## src/rtl/pipe_arb.sv

```systemverilog
// Round-robin arbiter that feeds one operand set per cycle to an external 3-stage
// datapath and tags each result with its requester. Optional macro PIPE_ARB_CNT_EN adds issue_cnt.
`timescale 1ns/1ps

module pipe_arb #(
   parameter int N    = 10,
   parameter int NREQ = 4
) (
   input  logic              clk,
   input  logic              rst,
   input  logic [NREQ-1:0]   req_valid,
   output logic [NREQ-1:0]   req_ready,
   input  logic [NREQ*N-1:0] req_a,
   input  logic [NREQ*N-1:0] req_b,
   input  logic [NREQ*N-1:0] req_c,
   input  logic [NREQ*N-1:0] req_d,
   output logic [N-1:0]      pipe_a,
   output logic [N-1:0]      pipe_b,
   output logic [N-1:0]      pipe_c,
   output logic [N-1:0]      pipe_d,
   output logic              pipe_en,
   input  logic [N-1:0]      pipe_f,
   output logic              res_valid,
   input  logic              res_ready,
   output logic [N-1:0]      res_data,
   output logic [1:0]        res_tag,
   output logic              busy
`ifdef PIPE_ARB_CNT_EN
   ,
   output logic [15:0]       issue_cnt
`endif
);

   logic [1:0] ptr;
   logic [1:0] gnt_idx;
   logic [1:0] cand;
   logic       gnt_found;
   logic       grant;

   logic       v1, v2, v3;
   logic [1:0] t1, t2, t3;

   // The whole pipe advances together; it only stops when a finished result is refused.
   assign pipe_en = ~(v3 & ~res_ready);
   assign grant   = pipe_en & gnt_found;

   // Search from ptr upward with 2-bit wrap; the first asserted requester wins.
   always_comb begin
      gnt_found = 1'b0;
      gnt_idx   = ptr;
      cand      = ptr;
      for (int k = 0; k < NREQ; k++) begin
         cand = ptr + 2'(k);
         if (!gnt_found && req_valid[cand]) begin
            gnt_found = 1'b1;
            gnt_idx   = cand;
         end
      end
   end

   always_comb begin
      req_ready = '0;
      pipe_a    = '0;
      pipe_b    = '0;
      pipe_c    = '0;
      pipe_d    = '0;
      if (grant) begin
         req_ready[gnt_idx] = 1'b1;
         pipe_a = req_a[gnt_idx*N +: N];
         pipe_b = req_b[gnt_idx*N +: N];
         pipe_c = req_c[gnt_idx*N +: N];
         pipe_d = req_d[gnt_idx*N +: N];
      end
   end

   // Valid/tag slots shadow the datapath stages and freeze with it.
   always_ff @(posedge clk or posedge rst) begin
      if (rst) begin
         v1  <= 1'b0;
         v2  <= 1'b0;
         v3  <= 1'b0;
         t1  <= 2'd0;
         t2  <= 2'd0;
         t3  <= 2'd0;
         ptr <= 2'd0;
      end else if (pipe_en) begin
         v1 <= grant;
         t1 <= gnt_idx;
         v2 <= v1;
         t2 <= t1;
         v3 <= v2;
         t3 <= t2;
         if (grant) begin
            ptr <= gnt_idx + 2'd1;
         end
      end
   end

   assign res_valid = v3;
   assign res_tag   = t3;
   assign res_data  = pipe_f;
   assign busy      = v1 | v2 | v3;

`ifdef PIPE_ARB_CNT_EN
   always_ff @(posedge clk or posedge rst) begin
      if (rst) begin
         issue_cnt <= 16'd0;
      end else if (grant) begin
         issue_cnt <= issue_cnt + 16'd1;
      end
   end
`endif

endmodule

```

## config.mk

```make
export PLATFORM = sky130hd
export DESIGN_NAME = pipe_arb
export DESIGN_NICKNAME = d
export VERILOG_FILES = /design/src/rtl/pipe_arb.sv
export SDC_FILE = /design/constraint.sdc
export NUM_CORES = 1
export LEC_CHECK = 0
export BUFFER_PORTS_ARGS = -buffer_cell sky130_fd_sc_hd__buf_2
export CORE_AREA = 2 2 91 93
export CTS_CLUSTER_SIZE = 16
export DETAILED_ROUTE_END_ITERATION = 10
export DIE_AREA = 0 0 93 95
export PLACE_DENSITY_LB_ADDON = 0.08
export SLEW_MARGIN = 20
export SYNTH_ARGS = -nofsm -noshare
export SYNTH_HDL_FRONTEND = slang
export SYNTH_SLANG_ARGS = --single-unit
```

## constraint.sdc

```tcl
create_clock -name clk -period 4.8 [get_ports clk]
set_input_delay 0.72 -clock clk [delete_from_list [all_inputs] [get_ports clk]]
set_output_delay 0.72 -clock clk [all_outputs]
set_load 0.05 [all_outputs]
```

; Word level (Yosys, flattened, before mapping)
; Index checks and enable logic that the tools add are counted.
[totals]
ff_bits = 11
in_bits = 177
output_inout_bits = 59
word_cells = 58
[classes]
add_sub_neg = 4
mul = 1
order_cmp = 6
shifts = 4
mux = 22
bitwise_logic = 6
n_reduce_logical = 8
[ops]
columns = op, count
row1 = variable part select 40 x 7 -> 10 bit, 4
row2 = two-way mux 10 bit, 4
row3 = "< comparator 2 x 3 -> 1 bit, second input constant", 5
row4 = two-way mux 1 bit, 9
row5 = binary-select mux 1 bit (select 2 bit), 4
row6 = two-way mux 2 bit, 3
row7 = "multiplier 2 x 3 -> 5 bit, second input constant", 1
row8 = "adder 2 x 1 -> 2 bit, second input constant", 2
row9 = "adder 2 bit, second input constant", 2
row10 = logical AND 1 bit, 4
row11 = two-way mux 4 bit, 1
row12 = zero test 1 bit, 3
row13 = AND 1 bit, 2
row14 = demux 1 bit (select 2 bit), 1
row15 = ">= comparator 2 x 1 -> 1 bit, second input constant", 1
row16 = inverter 1 bit, 2
row17 = bitwise OR 1 bit, 2
row18 = AND reduction 2 bit, 1

; Depth between registers and ports, before layout
; Gate-level depths: netlist of run 1.
[depth]
depth_word = 17
ltp_mapped = 9
mapped_depth_nobuf = 6

; Worst setup path before layout of run 1
; OpenSTA, ideal clock, no wires.
[synth_timing]
path_type = input -> output
start = in res_ready
end = out pipe_a[0]
arrival_time_ps = 2116
required_ps = 4080
path_slack_ps = 1964
cell_stages = 6
n_path_buf = 1
path_cell_list = nand2b_1 -> inv_1 -> nor2_2 -> or2b_4 -> buf_6 -> o22ai_2
[synth_via]
elab_chain_len = 5
[synth_lines]
columns = item, line_no
row1 = start: declaration, 24  ; input logic res_ready,
row2 = inverter 1 bit, 44  ; assign pipe_en = ~(v3 & ~res_ready);
row3 = AND 1 bit, 44
row4 = inverter 1 bit (no source line), --
row5 = AND 1 bit, 45  ; assign grant = pipe_en & gnt_found;
row6 = two-way mux 10 bit, 67  ; if (grant) begin
row7 = end: declaration, 17  ; output logic [N-1:0] pipe_a,
; Every way passes these cells.

; Worst setup path after layout of run 1
[layout_timing]
start = in req_valid[1]
end = out pipe_a[8]
[layout_via]
elab_chain_len = 15
word_cells_on_any_way = 25
cone_classes = mul (1) / shift (1) / mux (16) / bitwise (1) / reduce/logical (6)
[layout_lines]
columns = item, line_no
row1 = start: declaration, 11  ; input logic [NREQ-1:0] req_valid,
row2 = binary-select mux 1 bit (select 2 bit), 54  ; if (!gnt_found && req_valid[cand]) begin
row3 = two-way mux 1 bit (not written as such), 54
row4 = two-way mux 1 bit, 54
row5 = zero test 1 bit, 54
row6 = logical AND 1 bit, 54
row7 = two-way mux 1 bit, 54
row8 = zero test 1 bit, 54
row9 = logical AND 1 bit, 54
row10 = two-way mux 1 bit, 54
row11 = zero test 1 bit, 54
row12 = logical AND 1 bit, 54
row13 = two-way mux 2 bit, 54
row14 = multiplier 2 x 3 -> 5 bit, 69  ; pipe_a = req_a[gnt_idx*N +: N];
row15 = variable part select 40 x 7 -> 10 bit, 69
row16 = two-way mux 10 bit (*), 67
; Mark *: on every way between the ends. The rest lies on a longest branch, timed or not. The select of a mux whose other input is x is not followed.

==> results.json, run 1 <==
{
  "gp_congestion": 0.701,
  "rsz0062_at_grt": "false",
  "root_buffer": "clkbuf_8",
  "dr.pass1.iters": 5,
  "final.setup.tns_ns": 0,
  "worst_pin_slew_ns": 0.783,
  "antenna_found_initial": 0,
  "rrSetupSlack_ns": 2.54,
  "h-tree-depth": 1,
  "maxSlewHeadroom_pct": 47.6,
  "required_ns": 4.08,
  "synthCells": 205,
  "drv_slew": 0,
  "cts.path.max_buffers": 2,
  "startpoint": "req_valid[1]",
  "yosys_register_bits": 11,
  "synth.area.top_cells": "mux2i_1 (37%), o22ai_2 (23%), dfrtp_1 (13%), buf_6 (5.8%), mux2_2 (3.7%)",
  "grtUsageTotal_pct": 14.5,
  "maxCapViolations": 0,
  "dieArea_sq_um": 8840,
  "hold_buffers": 0,
  "cts_setup_buffers": 0,
  "drc": 0,
  "hp-class": "in -> async",
  "synth_area_sq_um": 2150,
  "viasPerCell": 4.65,
  "grt_pass1_vias": 2196,
  "ant_nets": 0,
  "crit_type": "in -> out",
  "cts_sinks": 11,
  "slowest_delay_ns": 0.49,
  "drive_gt1_share_pct": 68.9,
  "finalHoldViolCount": 0,
  "fmax_ghz": 0.278,
  "leakage_nw": 1.80,
  "row_count": 33,
  "wire_per_inst_um": 14.5,
  "finalCritPeriodShare_pct": 74.9,
  "dr_total_vias": 2343,
  "synth_top_area_share_pct": 37.2,
  "core_sq_um": 7930,
  "ir_drop_mv": 0.282,
  "grt_pass1_wl_um": 10500,
  "synth.avg_cell_area_sq_um": 10.5,
  "arrival_ns": 2.87,
  "synth.distinct_cells": 26,
  "synth_flop_cell": "dfrtp_1",
  "power_density_nw_per_um2": 487,
  "cp-start-kind": "input pin",
  "hold-worst-slack_ns": 0.467,
  "critPathCaptureType": "output pin",
  "synth_edf_count": 0,
  "status": "finished clean",
  "grt_max_degree": 41,
  "cts.repair.resized": 0,
  "hpwl_um": 6020,
  "r2r_end": "ptr[1]",
  "crit_chain": "buf_2 > nor2_1 > a221o_1 > o22ai_4 > nand2_2 > buf_4 > o22ai_2 > buf_2",
  "yosys_warnings": 0,
  "cts_buffers": 3,
  "yosysSeqAreaShare_pct": 12.8,
  "portBuffers": 215,
  "grt_overflow": 0,
  "reg2regPathDepth": 6,
  "clk_latency_ns": 0.24,
  "drt-total-wl_um": 7310,
  "start_util_pct": 27.1,
  "fp.dieW_um": 93,
  "async_reset_ff_share_pct": 100,
  "cp_max_fo": 25,
  "area_growth_syn_to_layout_pct": 49.8,
  "rr_startpoint": "ptr[0]",
  "diodes": 0,
  "yosysTopAreaCell": "mux2i_1",
  "period_needed_ns": 3.59,
  "clk_pin_slew_ns": 0.05,
  "crit_slowest_cell": "nand2_2",
  "cpMostUsedCell": "buf_2",
  "clock_skew_ns": 0.00496,
  "first_iter_violations": 26,
  "die_h_um": 95,
  "final-setup-viol-count": 0,
  "cts_tree": "done",
  "syn_nets": 386,
  "pin_count": 236,
  "fin_nets": 581
}
[cell usage in the layout (no fill, tap or decap), types with 2 or more instances in the layout]
master | netlist | routed
buf_2 | 7 | 215
mux2i_1 | 80 | 80
o22ai_2 | 40 | 40
dfrtp_1 | 11 | 11
mux2_2 | 7 | 7
nor2_1 | 6 | 6
nor2b_1 | 4 | 4
inv_1 | 4 | 4
and2_1 | 4 | 4
ha_1 | 4 | 4
a21oi_1 | 3 | 3
clkbuf_8 | 0 | 3
buf_4 | 10 | 3
nand2b_1 | 2 | 2
[layout make-up]
cell class	count	area (sq um)
Sequential cell	11	275
Clock inverter	1	5.00
Clock buffer	3	41.3
Tap cell	105	131
Fill cell	853	4700
Multi-Input combinational cell	161	1640
Timing Repair Buffer	219	1120
Inverter	4	15.0
[sequential cells by signal, summed over array words and instances (netlist names)]
signal,cells
v2,1
t2,2
t1,2
v1,1
res_valid,1
ptr,2
res_tag,2
[where the power goes]
| part | switching (W) | leakage [nW] | total [W] | internal [W] |
|---|---|---|---|---|
| Sequential | 0.0000238 | 0.119 | 0.000147 | 0.000123 |
| Combinational | 0.000866 | 1.65 | 0.00133 | 0.000465 |
| Clock | 0.0000349 | 0.0255 | 0.0000919 | 0.0000570 |
| Total | 0.000925 | 1.80 | 0.00157 | 0.000645 |
[metal layers]
layer  global-route usage (%)  wire length [um]
met1                     17.8              2850
met2                     26.9              3750
met3                     3.43               703
met4                    0.858                 0
met5                        0                 0
[synthesized netlist by cell type (2+ instances only)]
cell,count
mux2_2,7
a21oi_1,3
o22ai_2,40
nand2b_1,2
buf_4,10
ha_1,4
and2_1,4
buf_2,7
buf_6,11
inv_1,4
dfrtp_1,11
nor2b_1,4
mux2i_1,80
nor2_1,6
[metrics by stage]
stage / worst slack, ns / cell area, sq um / power, W / instances / utilization, %
6_report: 1.21 / 3220 / 0.00157 / 504 / 40.7
2_1_floorplan: 1.96 / 2150 / 0.00129 / 205 / -
4_1_cts: 1.16 / 3220 / 0.00159 / 504 / 40.7
3_5_place_dp: 1.16 / 3180 / 0.00149 / 500 / 40.1
5_1_grt: 1.05 / 3220 / 0.00167 / 504 / 40.7
3_3_place_gp: 1.18 / 3180 / 0.00150 / 500 / 40.1
[cells by family after synthesis]
logic type	synth area share [%]
buffers and inverters	11.7
multiplexers	40.9
flip-flops	12.8
AND/OR/NAND/NOR	5.87
AO/OA/AOI/OAI	26.4
adder cells (fa/ha/maj)	2.33
[critical path: cells and delay by family]
| kind | cells | cell delay (ns) |
|---|---|---|
| AO/OA/AOI/OAI | 3 | 0.74 |
| buffers and inverters | 3 | 0.85 |
| AND/OR/NAND/NOR | 2 | 0.55 |
[worst max-delay path by stage]
| stage | endpoint | slack (ns) | depth (start not counted) |
|---|---|---|---|
| 2_1_floorplan | pipe_a[0] | 1.96 | 6 |
| 3_3_place_gp | pipe_a[8] | 1.18 | 8 |
| 3_5_place_dp | pipe_a[8] | 1.16 | 8 |
| 4_1_cts | pipe_a[8] | 1.16 | 8 |
| 5_1_grt | pipe_b[0] | 1.05 | 8 |
| 6_report | pipe_a[8] | 1.21 | 8 |
Note: power is estimated with default switching activity, not from simulation.
==> run 2, diff against run 1 <==
==> constraint.sdc (replaced) <==
create_clock -name clk -period 3 [get_ports clk]
set_input_delay 0.45 -clock clk [delete_from_list [all_inputs] [get_ports clk]]
set_output_delay 0.45 -clock clk [all_outputs]
set_load 0.05 [all_outputs]
==> results.json, run 2 (synthesis gave the netlist of run 1 again) <==
{
  "wire_per_inst_um": 14.0,
  "placed_area_sq_um": 3270,
  "cpMostUsedCell": "buf_2",
  "first_iter_violations": 15,
  "dr_total_vias": 2361,
  "fp.dieW_um": 93,
  "grt_max_degree": 39,
  "h-tree-depth": 1,
  "maxCapViolations": 0,
  "ir_drop_mv": 0.444,
  "cts.path.max_buffers": 2,
  "hold_buffers": 0,
  "slowest_delay_ns": 0.25,
  "hold-worst-slack_ns": 0.207,
  "root_buffer": "clkbuf_8",
  "ant_nets": 0,
  "final_common_cell": "buf_2",
  "cts.repair.resized": 0,
  "required_ns": 2.55,
  "core_sq_um": 7930,
  "portBuffers": 215,
  "crit_type": "in -> out",
  "finalCritPeriodShare_pct": 87.4,
  "cts_sinks": 11,
  "hp-class": "in -> async",
  "row_count": 33,
  "r2r_end": "ptr[1]",
  "dieArea_sq_um": 8840,
  "crit_chain": "buf_2 > nor2b_1 > o21bai_1 > o311a_4 > buf_12 > buf_4 > mux2i_1 > o22ai_2 > buf_2",
  "reg2regPathDepth": 6,
  "maxSlewHeadroom_pct": 71.0,
  "pin_count": 236,
  "worst_pin_slew_ns": 0.431,
  "die_h_um": 95,
  "gp_congestion": 0.796,
  "final-setup-viol-count": 0,
  "dr.pass1.iters": 4,
  "fin_area_sq_um": 3320,
  "finalHoldViolCount": 0,
  "drc": 0,
  "arrival_ns": 2.17,
  "grt_overflow": 0,
  "clock_skew_ns": 0.00207,
  "nFillCells": 836,
  "hpwl_um": 5850,
  "fin_nets": 587,
  "period_needed_ns": 2.62,
  "post-route-util_pct": 41.9,
  "fmax_ghz": 0.381,
  "leakage_nw": 1.84,
  "start_util_pct": 27.1,
  "cts_tree": "done",
  "diodes": 0,
  "status": "finished clean",
  "startpoint": "req_valid[0]",
  "crit_path_end": "pipe_a[8]",
  "grt_pass1_wl_um": 10600,
  "rsz0062_at_grt": "false",
  "drv_slew": 0,
  "rrSetupSlack_ns": 1.11,
  "cts_setup_buffers": 0,
  "grtUsageTotal_pct": 14.6,
  "drt-total-wl_um": 7130,
  "grt_pass1_vias": 2248,
  "clk_latency_ns": 0.23,
  "crit_slowest_cell": "o311a_4",
  "cts_buffers": 3,
  "final.setup.tns_ns": 0,
  "area_growth_syn_to_layout_pct": 54.2,
  "cp_max_fo": 29,
  "viasPerCell": 4.63,
  "clk_pin_slew_ns": 0.05,
  "critPathCaptureType": "output pin",
  "mostFrequentLayoutCells": "buf_2 (215), mux2i_1 (80), o22ai_2 (40)",
  "cp-start-kind": "input pin",
  "power_density_nw_per_um2": 781,
  "rr_startpoint": "ptr[1]",
  "drive_gt1_share_pct": 69.1,
  "antenna_found_initial": 0
}
-- run 2: cell count changes in the layout (fill, tap and decap cells not counted) --
cell / previous run / this run
buf_12: 1 / 5
buf_4: 3 / 5
clkinv_2: 1 / 0
clkbuf_1: 0 / 1
-- run 2: cell type report --
type                            instances  area [sq um]  area share [%]
Inverter                                4          15.0           0.452
Sequential cell                        11           275            8.30
Timing Repair Buffer                  225          1210            36.6
Multi-Input combinational cell        161          1640            49.4
Tap cell                              105           131            3.96
Clock buffer                            4          45.0            1.36
-- run 2: stage by stage --
step	instances	setup WS (ns)	power, W
global placement	506	0.432	0.00246
floorplan	205	0.533	0.00206
CTS	510	0.373	0.00262
finish	510	0.378	0.00259
global route	510	0.229	0.00275
detailed placement	506	0.368	0.00247
-- run 2: power breakdown --
part           internal [W]  switching [W]
clock             0.0000934      0.0000564
sequential         0.000197      0.0000359
combinational      0.000812        0.00140
-- run 2: critical path, delay by kind of cell --
family / cells / cell delay (ns)
AND/OR/NAND/NOR: 1 / 0.14
multiplexers: 1 / 0.24
buffers and inverters: 4 / 0.79
AO/OA/AOI/OAI: 3 / 0.52
-- run 2: how the worst min path moves through the flow --
stage	from	endpoint	slack (ns)
after detailed placement	rst	res_tag[1]	0.48
after CTS	rst	res_tag[1]	0.23
after global placement	v2	res_valid	0.46
final	rst	res_valid	0.21
after floorplan	rst	ptr[0]	0.30
after global routing	rst	res_valid	0.26
-- run 2: per-layer routing --
metal  global-route usage (%)  vias to the layer above  share of wire (%)
met3                     2.95                        6                9.2
li1                         -                     1178                  -
met4                     2.94                        0               0.94
met2                     27.3                      128                 52
met1                     17.2                     1049                 38
met5                        0                        -                  0
